==> src/rtl/riscv_pkg.sv <==
// Shared fetch/decode definitions: fetch FSM states, opcodes and IR field layout.
package riscv_pkg;

    typedef enum logic [1:0] {
        IDLE  = 2'd0,
        WAIT  = 2'd1,
        FULL  = 2'd2,
        FAULT = 2'd3
    } fetch_state_t;

    typedef logic [6:0] opcode_t;

    localparam opcode_t OP_LOAD   = 7'b0000011;
    localparam opcode_t OP_STORE  = 7'b0100011;
    localparam opcode_t OP_OP     = 7'b0110011;
    localparam opcode_t OP_OPIMM  = 7'b0010011;
    localparam opcode_t OP_BRANCH = 7'b1100011;
    localparam opcode_t OP_JAL    = 7'b1101111;
    localparam opcode_t OP_JALR   = 7'b1100111;
    localparam opcode_t OP_LUI    = 7'b0110111;
    localparam opcode_t OP_AUIPC  = 7'b0010111;

    localparam int unsigned OPCODE_LSB = 0;
    localparam int unsigned RD_LSB     = 7;
    localparam int unsigned FUNCT3_LSB = 12;
    localparam int unsigned RS1_LSB    = 15;
    localparam int unsigned RS2_LSB    = 20;
    localparam int unsigned FUNCT7_LSB = 25;

    localparam logic [31:0] NOP = 32'h00000013;

endpackage

==> src/rtl/instr_fetch_ir_fields.sv <==
// Combinational split of a 32-bit instruction word into its standard fields.
module ir_fields
    import riscv_pkg::*;
(
    input  logic [31:0] ir,
    output logic [6:0]  opcode,
    output logic [4:0]  rd,
    output logic [2:0]  funct3,
    output logic [4:0]  rs1,
    output logic [4:0]  rs2,
    output logic [6:0]  funct7
);

    // Fixed-position slicing of the instruction word
    always_comb begin
        opcode = ir[OPCODE_LSB +: 7];
        rd     = ir[RD_LSB     +: 5];
        funct3 = ir[FUNCT3_LSB +: 3];
        rs1    = ir[RS1_LSB    +: 5];
        rs2    = ir[RS2_LSB    +: 5];
        funct7 = ir[FUNCT7_LSB +: 7];
    end

endmodule

==> src/rtl/instr_fetch.sv <==
// Instruction fetch datapath: PC, memory request/handshake with timeout,
// one-word fetch buffer, instruction register and sticky fault.
module instr_fetch
    import riscv_pkg::*;
#(
    parameter int unsigned        XLEN     = 64,
    parameter logic [XLEN-1:0]    RESET_PC = '0,
    parameter int unsigned        TIMEOUT  = 15
) (
    input  logic            clock,
    input  logic            reset,
    input  logic            IMemRead,
    input  logic            PCWrite,
    input  logic            PCSrc,
    input  logic [XLEN-1:0] branch_target,
    input  logic            LoadIR,
    output logic            mem_req,
    output logic [XLEN-1:0] mem_addr,
    input  logic [31:0]     mem_rdata,
    input  logic            mem_ready,
    output logic [XLEN-1:0] pc,
    output logic [XLEN-1:0] pc_ir,
    output logic [31:0]     ir,
    output logic [6:0]      opcode,
    output logic [4:0]      rd,
    output logic [2:0]      funct3,
    output logic [4:0]      rs1,
    output logic [4:0]      rs2,
    output logic [6:0]      funct7,
    output logic            ir_valid,
    output logic            fetch_busy,
    output logic            fault
);

    localparam int unsigned CW = $clog2(TIMEOUT + 1);

    fetch_state_t    state_q, state_d;
    logic [XLEN-1:0] pc_q, pc_d;
    logic [XLEN-1:0] pc_ir_q, pc_ir_d;
    logic [31:0]     ir_q, ir_d;
    logic            ir_valid_q, ir_valid_d;
    logic            fault_q, fault_d;
    logic [31:0]     buf_q, buf_d;
    logic [XLEN-1:0] buf_addr_q, buf_addr_d;
    logic [XLEN-1:0] addr_q, addr_d;
    logic            pending_q, pending_d;
    logic [CW-1:0]   count_q, count_d;

    logic            aligned;
    logic            issue;

    // Next-state logic for the fetch FSM and datapath; memory request outputs
    always_comb begin
        state_d    = state_q;
        pc_d       = pc_q;
        pc_ir_d    = pc_ir_q;
        ir_d       = ir_q;
        ir_valid_d = ir_valid_q;
        fault_d    = fault_q;
        buf_d      = buf_q;
        buf_addr_d = buf_addr_q;
        addr_d     = addr_q;
        pending_d  = pending_q;
        count_d    = count_q;

        aligned = (pc_q[1:0] == 2'b00);
        // A new fetch may start from IDLE, or from FULL when the buffer is
        // drained into IR in the same cycle; otherwise IMemRead is ignored.
        issue   = IMemRead & ((state_q == IDLE) | ((state_q == FULL) & LoadIR));

        mem_req  = reset & ((issue & aligned) | (state_q == WAIT));
        mem_addr = (state_q == WAIT) ? addr_q : pc_q;

        if ((state_q != FAULT) && PCWrite) begin
            pc_d = PCSrc ? branch_target : pc_q + XLEN'(4);
        end

        case (state_q)
            FULL: begin
                if (LoadIR) begin
                    ir_d       = buf_q;
                    pc_ir_d    = buf_addr_q;
                    ir_valid_d = 1'b1;
                    state_d    = IDLE;
                end
            end
            WAIT: begin
                if (mem_ready) begin
                    if (pending_q | LoadIR) begin
                        ir_d       = mem_rdata;
                        pc_ir_d    = addr_q;
                        ir_valid_d = 1'b1;
                        pending_d  = 1'b0;
                        state_d    = IDLE;
                    end else begin
                        buf_d      = mem_rdata;
                        buf_addr_d = addr_q;
                        state_d    = FULL;
                    end
                end else begin
                    if (LoadIR) begin
                        pending_d = 1'b1;
                    end
                    if (count_q == CW'(TIMEOUT - 1)) begin
                        state_d   = FAULT;
                        fault_d   = 1'b1;
                        pending_d = 1'b0;
                    end else begin
                        count_d = count_q + CW'(1);
                    end
                end
            end
            default: ;
        endcase

        // Fetch start overrides the FULL->IDLE transition for back-to-back issue
        if (issue) begin
            if (!aligned) begin
                state_d = FAULT;
                fault_d = 1'b1;
            end else if (mem_ready) begin
                buf_d      = mem_rdata;
                buf_addr_d = pc_q;
                state_d    = FULL;
            end else begin
                addr_d    = pc_q;
                count_d   = '0;
                pending_d = 1'b0;
                state_d   = WAIT;
            end
        end
    end

    // State registers with synchronous active-low reset
    always_ff @(posedge clock) begin
        if (!reset) begin
            state_q    <= IDLE;
            pc_q       <= RESET_PC;
            pc_ir_q    <= '0;
            ir_q       <= '0;
            ir_valid_q <= 1'b0;
            fault_q    <= 1'b0;
            buf_q      <= '0;
            buf_addr_q <= '0;
            addr_q     <= '0;
            pending_q  <= 1'b0;
            count_q    <= '0;
        end else begin
            state_q    <= state_d;
            pc_q       <= pc_d;
            pc_ir_q    <= pc_ir_d;
            ir_q       <= ir_d;
            ir_valid_q <= ir_valid_d;
            fault_q    <= fault_d;
            buf_q      <= buf_d;
            buf_addr_q <= buf_addr_d;
            addr_q     <= addr_d;
            pending_q  <= pending_d;
            count_q    <= count_d;
        end
    end

    assign pc         = pc_q;
    assign pc_ir      = pc_ir_q;
    assign ir         = ir_q;
    assign ir_valid   = ir_valid_q;
    assign fault      = fault_q;
    assign fetch_busy = (state_q == WAIT) | pending_q;

    ir_fields u_ir_fields (
        .ir     (ir_q),
        .opcode (opcode),
        .rd     (rd),
        .funct3 (funct3),
        .rs1    (rs1),
        .rs2    (rs2),
        .funct7 (funct7)
    );

endmodule

==> config.mk <==
export PLATFORM = sky130hd
export DESIGN_NAME = instr_fetch
export DESIGN_NICKNAME = d
export VERILOG_FILES = /design/src/rtl/riscv_pkg.sv /design/src/rtl/instr_fetch_ir_fields.sv /design/src/rtl/instr_fetch.sv
export SDC_FILE = /design/constraint.sdc
export NUM_CORES = 1
export LEC_CHECK = 0
export CAP_MARGIN = 20
export CORE_ASPECT_RATIO = 1.5
export CORE_UTILIZATION = 55
export CTS_CLUSTER_SIZE = 20
export DETAILED_ROUTE_END_ITERATION = 6
export GPL_ROUTABILITY_DRIVEN = 0
export PLACE_DENSITY = 0.9
export SLEW_MARGIN = 20
export SYNTH_ARGS = -nofsm -noshare
export SYNTH_HDL_FRONTEND = slang
export SYNTH_SLANG_ARGS = --single-unit
==> constraint.sdc <==
create_clock -name clock -period 4.72 [get_ports clock]
set_input_delay 0.944 -clock clock [delete_from_list [all_inputs] [get_ports clock]]
set_output_delay 0.944 -clock clock [all_outputs]
set_load 0.01 [all_outputs]
Yosys cells after proc, flatten, opt, wreduce, memory -nomap -nowiden --
Index checks and enable logic that the tools add are counted. W data, S select, Z words.
Cells by class: add/subtract/negate cells 2, multiply operators 0, divide/modulo/power cells 0, order comparisons 0, equality and inequality tests 9, shifts and indexed selects 0, mux-type cells 53, bitwise gates (word level) 9, reduce and logical (&&, ||, !) cells 8
Operators by type and width (number):
- $mux W64 | 11
- $mux W32 | 9
- $pmux W64 S2 | 1
- $add A64 B3 Y64 const B | 1
- $pmux W32 S2 | 1
- $mux W4 | 6
- $mux W1 | 16
- $mux W2 | 7
- $ne A2 B2 Y1 const B | 3
- $reduce_and A3 Y1 | 2
- $add A4 B1 Y4 const B | 1
- $and A1 B1 Y1 | 4
- $eq A4 B4 Y1 const B | 1
- $logic_not A2 Y1 | 2
- $ne A4 B3 Y1 const B | 1
- $or A1 B1 Y1 | 4
- $pmux W2 S2 | 1
- $reduce_and A4 Y1 | 1
- $ne A3 B3 Y1 const B | 1
- $reduce_bool A3 Y1 | 1
- $eq A2 B1 Y1 const B | 1
- $eq A2 B2 Y1 const B | 1
- $ne A2 B1 Y1 const B | 1
- $pmux W1 S2 | 1
- 3 further kinds | 3
Word-level totals: bits in registers 329, latch bits 0, memory bits (writable) 0, memory bits (read-only) 0, bits of input ports 103, output and inout bits 260, word-level logic and storage cells 92, memories 0

Longest topological paths before layout --
Gate-level depths: netlist (run 1).
depth in word-level cells 7, gate-level depth with buffers 10, depth with buffers taken out 7

Cells and area by module --
From an unflattened synthesis (run 1), not the netlist that was laid out.
Second synthesis, totals: cells, all modules 2040, area, all modules 15826.4 um^2
Modules (own cells, without submodules):
- instr_fetch | instances 1, cells an instance 2008, area each 15586.2 um^2, seq. area each 6586.3 um^2
- ir_fields | instances 1, cells an instance 32, area each 240.2 um^2, seq. area each 0.0 um^2

Least setup slack after synthesis (run 1) --
No wires, ideal clock.
kind input to output, start point input port reset, end point output port mem_req, arrival 1.916 ns, required time 3.776 ns, setup slack 1.860 ns, stages on the path 5, path buffers 3, cell sequence clkbuf_1 -> inv_2 -> clkbuf_1 -> clkbuf_1 -> a21oi_1
On the way: longest elaborated chain between the ends 1
Ends and longest elaborated chain:
- start: declaration | line instr_fetch.sv:11 | input logic reset,
- $and A1 B1 Y1 | line instr_fetch.sv:71 | mem_req = reset & ((issue & aligned) | (state_q == WAIT));
- end: declaration | line instr_fetch.sv:17 | output logic mem_req,
Every way passes these cells.

Worst setup path after layout (run 1) --
start point register state_q[0], end point output port mem_addr[4]
On the way: longest elaborated chain between the ends 2
Ends and longest elaborated chain:
- start: declaration | line instr_fetch.sv:37 | fetch_state_t state_q, state_d;
- start signal: assignment | line instr_fetch.sv:149 | state_q <= state_d;
- $eq A2 B1 Y1 | line instr_fetch.sv:72 | mem_addr = (state_q == WAIT) ? addr_q : pc_q;
- $mux W64 | line instr_fetch.sv:72
- end: declaration | line instr_fetch.sv:18 | output logic [XLEN-1:0] mem_addr,
Every way passes these cells.

==> out/metrics.cfg, run 1 <==
[placement]
place_area_mm2 = 0.01906
port_buffers = 362
dp_hpwl_mm = 32.76

[timing]
finalMaxSlewViolations = 0
relSlewSlack_pct = 29.86
hold_viol = 0
layout_min_cycle_time_ns = 4.067
rsz0062_at_grt = false
setup_viol = 0
clock-skew-final_ns = 0.01009
finalCritPeriodShare_pct = 86.17
tightest_slew_ns = 1.048
max_freq_mhz = 245.9
tns_ns = 0

[floorplan]
io_pins = 363
core-area_mm2 = 0.02815
rows = 75
die_area_mm2 = 0.02947
initial_utilization_pct = 56.22
chipHeight_um = 209.8
die_w_um = 140.5

[route]
dr.max_layer_used = met5
drtIter0Drc = 1174
first_pass_iters = 7
wire_per_inst_um = 19.24
wl_met3_mm = 3.831
vias_per_cell = 6.199
ant_nets = 0
wl_mm = 50.10
m1WireLength_mm = 18.28
wl_met2_mm = 25.28
drc = 1
num_vias = 16140

[setup_path]
start_kind = flop
max_stage_delay_ns = 0.67
arrival_ns = 3.12
cp_data_required_time_ns = 3.78
crit_top_cell = nand2_1
endpoint_kind = primary output
critPathKind = reg -> out
cp_max_fo = 28
cp_slowest_cell = nor2b_4
crit_path_cell_trace = nor2b_4 -> buf_4 -> nand2_1 -> nand2_1 -> clkdlybuf4s50_1

[outcome]
failed_checks = DRC
status = finished with violations

[power_and_ir_drop]
powerDensity_mw_per_mm2 = 347.6
seqPwrFrac_pct = 45.1
combPwrFrac_pct = 18.4
power_frac_clock_pct = 36.5
p_switching_mw = 1.929
swShare_pct = 27.61
total_power_mw = 6.985
p_leak_nw = 7.601
ir_worst_vdd_v = 0.0002894
p_int_mw = 5.056

[final_layout]
nFillCells = 2068
design_area_mm2 = 0.02010
fin_nets = 2340
drive_gt1_share_pct = 5.585
multi_input_area_mm2 = 0.008094
seq_area_mm2 = 0.006586
syn2layout_area_growth_pct = 26.99

[yosys]
synth_seq_cells = 329
synth_commonest_cells = nand2_1 (530), dfxtp_1 (329), nor2_1 (230)
syn-mean-instance-area_um2 = 7.758
ys_types = 78
synthArstFlopShare_pct = 0
synth_top_area_cell = dfxtp_1
seq_area_frac_synth_pct = 41.62
syn_nets = 2146
synth.area.top_cells = dfxtp_1 (42%), nand2_1 (13%), a311oi_1 (5.6%), nor2_1 (5.5%), a21oi_1 (4.8%)
yosysMostFrequentCell = nand2_1
synth_warnings = 0
synth_enable_flop_cells = 0
syn_inst = 2040
ys.flop_type = dfxtp_1
yosys.area.top_type_share_pct = 41.62
netlist_area_mm2 = 0.01583

[cts]
root_buffer = clkbuf_16
cts_resized = 0
insertion_delay_ns = 0.56
clock_sinks = 329
cts_max_path_buffers = 3
clk_pin_slew_worst_paths_ns = 0.06
cts-buffers-inserted = 31
htreeDepth = 1
cts_hold_buf = 0
post_cts_buffers = 0
cts_tree = yes

[min_path]
hp-class = reg -> reg

[job]
maxCapViolCount = 0

[global_routing]
antenna_found_initial = 4
grt_max_degree = 176
grt_remaining_overflow = 0
grt_usage_pct = 33.09
grt_pass1_vias = 15880
grt_pass1_wl_mm = 79.61

power by group through the flow:
stage          Clock [mW]  Combinational, mW  Sequential (mW)
2_1_floorplan           0              0.688             3.19
3_3_place_gp            0               1.23             3.20
3_5_place_dp            0               1.27             3.21
4_1_cts              2.56               1.28             3.15
5_1_grt              2.67               1.38             3.18
6_report             2.55               1.28             3.15
flip-flops by register name (all words and copies together), names as in the netlist, named ones only:
| signal | flops |
|---|---|
| addr_q | 64 |
| pc_ir | 64 |
| buf_addr_q | 64 |
| count_q | 4 |
| pending_q | 1 |
| state_q | 2 |
| fault | 1 |
| ir_valid | 1 |
| pc | 64 |
| ir | 32 |
path summary, 6_finish.rpt:
path,from,end,slack (ns),depth (start not counted)
worst max register to register,pc[2],pc[40],1.74,6
worst max-delay path,state_q[0],mem_addr[4],0.65,5
worst min-delay path,flop,flop,0.45,2
worst min register to register,flop,flop,0.45,2
through the flow:
step	hold WS [ns]	util (%)	setup WS [ns]	cells
finish	0.4548	71.39	0.6528	2604
global route	0.4700	71.38	0.5553	2603
CTS	0.4525	71.37	0.6589	2602
detailed placement	0.4434	67.70	0.9063	2547
global placement	0.4379	67.70	0.9274	2547
floorplan	0.4321	-	1.860	2040
metal layers:
layer  vias up  track usage, %
met1      7689           36.27
met5         -               0
met4         4           20.39
met2       769           59.05
li1       7495               -
met3       184           5.932
worst max-delay path: cells and delay by family, from the launching register on:
| family | cells | cell delay (ns) |
|---|---|---|
| AND/OR/NAND/NOR | 3 | 0.93 |
| buffers and inverters | 2 | 1.01 |
| flip-flops | 1 | 0.62 |
placed cells by master, fill, tap and decap left out, types with 17 or more instances in the layout:
master           count
dfxtp_1            329
buf_4               17
clkbuf_16           31
a211oi_1            73
o21ai_0             37
clkdlybuf4s50_1    360
mux2i_1             71
and3_1              20
nand2_1            530
nor2_1             229
a21oi_1            152
nor3_1              19
a311oi_1           101
nand3_1             56
layout make-up:
cell class              instances  share of cell area (%)
diodes                          2                 0.02490
well taps                     346                   2.154
clock inverters                 6                  0.3984
repair buffers                387                   19.41
inverters                      10                  0.2241
flip-flops and latches        329                   32.77
clock buffers                  49                   4.744
multi-input cells            1475                   40.27
cells by family (layout without fill, tap and decap cells):
logic type / count (synthesis) / after routing / synth area share [%]
compound gates: 469 / 469 / 20.48
xor+xnor: 1 / 1 / 0.05535
fa+ha+maj: 3 / 3 / 0.2372
buf+inv: 236 / 452 / 7.724
flops: 329 / 329 / 41.62
mux: 72 / 72 / 4.562
other cells: 0 / 2 / 0
simple gates: 930 / 930 / 25.32
Power figures use the tool's default switching activity.
==> inputs of run 2 (changes only) <==
REMOVE_ABC_BUFFERS = 1   (was not set)
==> run 2 against run 1 <==
The run now ends clean. Worst hold slack lost 0.0028 ns. Power shrank 1.7%. Die area unchanged. Via count fell by 0.33%. Routed wire length grew 1.4%. Cell count barely moved. Core utilization is 0.36 points lower. Count of clock-buffer cells in the layout fell by 2. Worst setup slack gained 0.13 ns. Largest cell class unchanged.
==> out/metrics.cfg, run 2 (same netlist as run 1, synthesis figures left out) <==
[setup_path]
critPathKind = reg -> out
rr_worst_depth = 7  ; +1
r2r_start = pc[2]
rrSetupSlack_ns = 1.47  ; -0.27 ns
arrival_ns = 3.00  ; -0.12 ns
cp_data_required_time_ns = 3.78  ; about the same
start_kind = flop
cp_max_fo = 48  ; +71%
rr_endpoint = pc[56]
endpoint_kind = primary output

[floorplan]
io_pins = 363  ; unchanged
die_w_um = 140.5  ; unchanged
die_area_mm2 = 0.02947  ; unchanged
core-area_mm2 = 0.02815  ; unchanged
rows = 75  ; unchanged
initial_utilization_pct = 56.22  ; unchanged
chipHeight_um = 209.8  ; unchanged

[min_path]
min_path_cells = 2  ; unchanged
hp-class = reg -> reg

[timing]
finalMaxSlewViolations = 0  ; unchanged
max_freq_mhz = 253.8  ; +3.2%
clock-skew-final_ns = 0.02621  ; +0.01612 ns
layout_min_cycle_time_ns = 3.940  ; -0.1275 ns
setup_viol = 0  ; unchanged
rsz0062_at_grt = false
finalCritPeriodShare_pct = 83.47  ; -2.7 points
relSlewSlack_pct = 26.10  ; -3.8 points
tightest_slew_ns = 1.109  ; +0.06026 ns
setup_ws_ns = 0.7803  ; +0.1275 ns
hold_viol = 0  ; unchanged

[cts]
cts_hold_buf = 0  ; unchanged
insertion_delay_ns = 0.56  ; about the same
clk_pin_slew_worst_paths_ns = 0.06  ; about the same
htreeDepth = 1  ; unchanged
cts_resized = 0  ; unchanged
cts_max_path_buffers = 3  ; unchanged
clock_sinks = 329  ; unchanged
root_buffer = clkbuf_16
cts_tree = yes
post_cts_buffers = 0  ; unchanged
cts-buffers-inserted = 31  ; unchanged

[global_routing]
grt_usage_pct = 33.63  ; +0.54 points
grt_max_degree = 102  ; -42%
grt_remaining_overflow = 0  ; unchanged
grt_pass1_vias = 15570  ; -2.0%
antenna_found_initial = 3  ; -1
grt_pass1_wl_mm = 80.21  ; +0.75%

[final_layout]
syn2layout_area_growth_pct = 26.35
final_common_cell = nand2_1
final_cell_mix = nand2_1 (530), clkdlybuf4s50_1 (360), dfxtp_1 (329)
drive_gt1_share_pct = 5.494  ; -0.091 points
stdcell_count = 2606  ; +0.077%
fin_nets = 2340  ; unchanged

[power_and_ir_drop]
swShare_pct = 28.22  ; +0.61 points
powerDensity_mw_per_mm2 = 343.5  ; -1.2%
p_leak_nw = 7.541  ; -0.79%
p_switching_mw = 1.938  ; +0.50%
power_frac_clock_pct = 35.4  ; -1.1 points
combPwrFrac_pct = 18.7  ; +0.3 points
seqPwrFrac_pct = 45.9  ; +0.8 points
p_int_mw = 4.931  ; -2.5%
ir_worst_vdd_v = 0.0003053  ; +5.5%

[route]
drtIter0Drc = 1437  ; +22%
vias_per_cell = 6.173  ; -0.41%
wl_mm = 50.82  ; +1.4%
wire_per_inst_um = 19.50  ; +1.4%
drc = 0  ; -1
ant_nets = 0  ; unchanged
first_pass_iters = 6  ; -1
num_vias = 16090  ; -0.33%

[placement]
pre_cts_slack_ns = 0.8720  ; -0.03428 ns
dp_hpwl_mm = 32.79  ; about the same
dpl.cell_count = 2547  ; unchanged
port_buffers = 362  ; unchanged

[outcome]
status = finished, final reports clean

[job]
maxCapViolCount = 0  ; unchanged

run 2: final cells by class:
| cell class | count | area, µm² |
|---|---|---|
| Clock buffer | 47 | 895.9 |
| Tap cell | 346 | 432.9 |
| Fill cell | 2194 | 8155 |
| Inverter | 10 | 45.04 |
| Clock inverter | 9 | 83.83 |
| Sequential cell | 329 | 6586 |
| Multi-Input combinational cell | 1475 | 8094 |
| Timing Repair Buffer | 387 | 3851 |
| Antenna cell | 3 | 7.507 |
run 2: per-stage QoR:
stage / TNS, ns / util, % / hold WS, ns / cell area (µm²) / power (mW)
6_report: 0 / 71.03 / 0.4519 / 20000 / 6.869
5_1_grt: 0 / 71.03 / 0.4645 / 20000 / 7.118
4_1_cts: 0 / 71.00 / 0.4525 / 19990 / 6.865
3_5_place_dp: 0 / 67.52 / 0.4433 / 19010 / 4.477
3_3_place_gp: 0 / 67.52 / 0.4378 / 19010 / 4.430
2_1_floorplan: -1108.59 / - / 0.4321 / 14640 / 3.826
run 2: worst max-delay path, cell delays in order (launching register included):
cell and delay, ns:
dfxtp_1 0.58, nand2b_4 0.63, buf_4 0.37, nand2_1 0.09, nand2_1 0.19, clkdlybuf4s50_1 0.57
run 2: routing by layer:
metal  GRT usage (%)  share of wire (%)
met1           37.98                 37
met2           57.47                 49
met3           6.502                8.4
met5               0                  0
met4           22.56                6.3
run 2: worst max path at each step:
stage,start,end,slack (ns),cells after the start
detailed placement,LoadIR,mem_req,0.87,6
global route,state_q[0],mem_addr[6],0.69,5
floorplan,state_q[1],ir[0],-7.21,4
global placement,LoadIR,mem_req,0.99,6
CTS,state_q[0],mem_addr[6],0.82,5
finish,state_q[1],mem_addr[9],0.78,5
run 2: power by group through the flow:
stage          sequential, mW  combinational, mW  clock (mW)
2_1_floorplan            3.23              0.600           0
3_3_place_gp             3.20               1.23           0
3_5_place_dp             3.21               1.27           0
4_1_cts                  3.15               1.28        2.44
5_1_grt                  3.18               1.39        2.55
6_report                 3.15               1.29        2.43
==> inputs of run 3 (changes only) <==
CORE_UTILIZATION = 51   (was 55)
PLACE_DENSITY = 0.84   (was 0.9)
clock period = 4.1 ns   (was 4.72 ns; I/O delays follow)
==> run 3 against run 2 <==
Worst setup slack got worse by 0.38 ns. First-iteration DRC count fell by 14%. Clock power rose by 13%. Routed wire length fell by 2.5%. Critical path depth did not move. Sequential cell count did not move. Sequential share of layout area fell by 0.21 points. Count of clock-buffer cells in the layout fell by 3. Critical path type unchanged. Critical endpoint is now mem_addr[11]. Largest cell class unchanged. Highest routed layer unchanged.
==> out/metrics.cfg, run 3 (same netlist as run 1, synthesis figures left out) <==
[outcome]
status = finished, final reports clean

[timing]
layout_min_cycle_time_ns = 3.702
finalCritPeriodShare_pct = 90.28
max_freq_mhz = 270.2
finalMaxSlewViolations = 0  ; unchanged
clock-skew-final_ns = 0.01439  ; -0.01182 ns
rsz0062_at_grt = false
hold_viol = 0  ; unchanged
relSlewSlack_pct = 30.38  ; +4.3 points
setup_viol = 0  ; unchanged
tightest_slew_ns = 1.044  ; -0.06426 ns

[setup_path]
critPathKind = reg -> out
cp_data_required_time_ns = 3.28  ; -0.50 ns
rrSetupSlack_ns = 1.19  ; -0.28 ns
critPathLaunch = state_q[1]
timing.critical_path.to = mem_addr[11]
endpoint_kind = primary output
cp_max_fo = 30  ; -38%
start_kind = flop
rr_worst_depth = 8  ; +1
rr_endpoint = pc[56]
arrival_ns = 2.88  ; -0.12 ns
r2r_start = pc[2]

[cts]
cts-buffers-inserted = 31  ; unchanged
insertion_delay_ns = 0.57  ; about the same
clk_pin_slew_worst_paths_ns = 0.06  ; about the same
cts_tree = yes
cts_max_path_buffers = 3  ; unchanged
root_buffer = clkbuf_16
post_cts_buffers = 0  ; unchanged
clock_sinks = 329  ; unchanged
cts_hold_buf = 0  ; unchanged
htreeDepth = 1  ; unchanged
cts_resized = 0  ; unchanged

[final_layout]
final_cell_mix = nand2_1 (530), clkdlybuf4s50_1 (360), dfxtp_1 (329)
final_common_cell = nand2_1
fin_nets = 2346  ; +0.26%
syn2layout_area_growth_pct = 27.17
stdcell_count = 2661  ; +2.1%
drive_gt1_share_pct = 5.799  ; +0.31 points

[route]
num_vias = 15850  ; -1.5%
wire_per_inst_um = 18.62  ; -4.5%
wl_mm = 49.56  ; -2.5%
drc = 0  ; unchanged
drtIter0Drc = 1235  ; -14%
first_pass_iters = 5  ; -1
vias_per_cell = 5.958  ; -3.5%
ant_nets = 0  ; unchanged

[placement]
dpl.cell_count = 2607  ; +2.4%
port_buffers = 362  ; unchanged
dp_hpwl_mm = 33.22  ; +1.3%

[floorplan]
initial_utilization_pct = 52.14  ; -4.1 points
die_w_um = 145.8  ; +3.8%
core-area_mm2 = 0.03035  ; +7.8%
chipHeight_um = 217.8  ; +3.8%
die_area_mm2 = 0.03176  ; +7.7%
rows = 78  ; +4.0%
io_pins = 363  ; unchanged

[global_routing]
antenna_found_initial = 2  ; -1
grt_max_degree = 96  ; -5.9%
grt_pass1_vias = 15050  ; -3.3%
grt_pass1_wl_mm = 78.47  ; -2.2%
grt_usage_pct = 30.30  ; -3.3 points
grt_remaining_overflow = 0  ; unchanged

[min_path]
hp-class = reg -> reg
min_path_cells = 2  ; unchanged

[power_and_ir_drop]
total_power_mw = 7.853  ; +14%
ir_worst_vdd_v = 0.0003076  ; +0.77%
powerDensity_mw_per_mm2 = 390.2  ; +14%
p_leak_nw = 7.589  ; +0.63%

[job]
maxCapViolCount = 0  ; unchanged

-- run 3: critical path, cell delays in order, from the launching register on --
cell,delay [ns]
dfxtp_1,0.62
nand2b_4,0.54
buf_4,0.37
nand2_1,0.12
nand2_1,0.11
clkdlybuf4s50_1,0.54
-- run 3: final cells by class --
cell class	count	area [µm²]
diodes	2	5.005
clock buffers	44	904.6
clock inverters	8	45.04
fillers	2495	10220
inverters	10	45.04
multi-input cells	1475	8094
flip-flops and latches	329	6586
well taps	400	500.5
repair buffers	393	3946
-- run 3: worst min-delay path by stage --
| stage | from | to | slack, ns |
|---|---|---|---|
| 2_1_floorplan | flop | flop | 0.43 |
| 3_3_place_gp | flop | flop | 0.44 |
| 3_5_place_dp | flop | flop | 0.44 |
| 4_1_cts | flop | flop | 0.45 |
| 5_1_grt | flop | flop | 0.47 |
| 6_report | flop | flop | 0.45 |
-- run 3: stage by stage --
stage | utilization (%) | instance area [µm²] | hold WS (ns) | worst slack [ns] | setup TNS (ns)
after floorplan | - | 14640 | 0.4321 | -7.829 | -1262.73
after global placement | 63.16 | 19170 | 0.4373 | 0.6072 | 0
after detailed placement | 63.16 | 19170 | 0.4443 | 0.5819 | 0
after CTS | 66.29 | 20120 | 0.4528 | 0.3978 | 0
after global routing | 66.31 | 20130 | 0.4677 | 0.2662 | 0
final | 66.31 | 20130 | 0.4516 | 0.3984 | 0
-- run 3: power by group --
| part | internal [mW] | switching (mW) | total [mW] |
|---|---|---|---|
| combinational | 0.705 | 0.776 | 1.48 |
| clock | 1.52 | 1.23 | 2.74 |
| sequential | 3.41 | 0.214 | 3.63 |
-- run 3: layer usage --
metal	GRT usage, %	up-vias	routed length [µm]
met5	0	-	0
li1	-	7509	-
met2	52.06	700	24190
met1	35.45	7475	19080
met4	18.84	0	2856
met3	4.456	169	3432
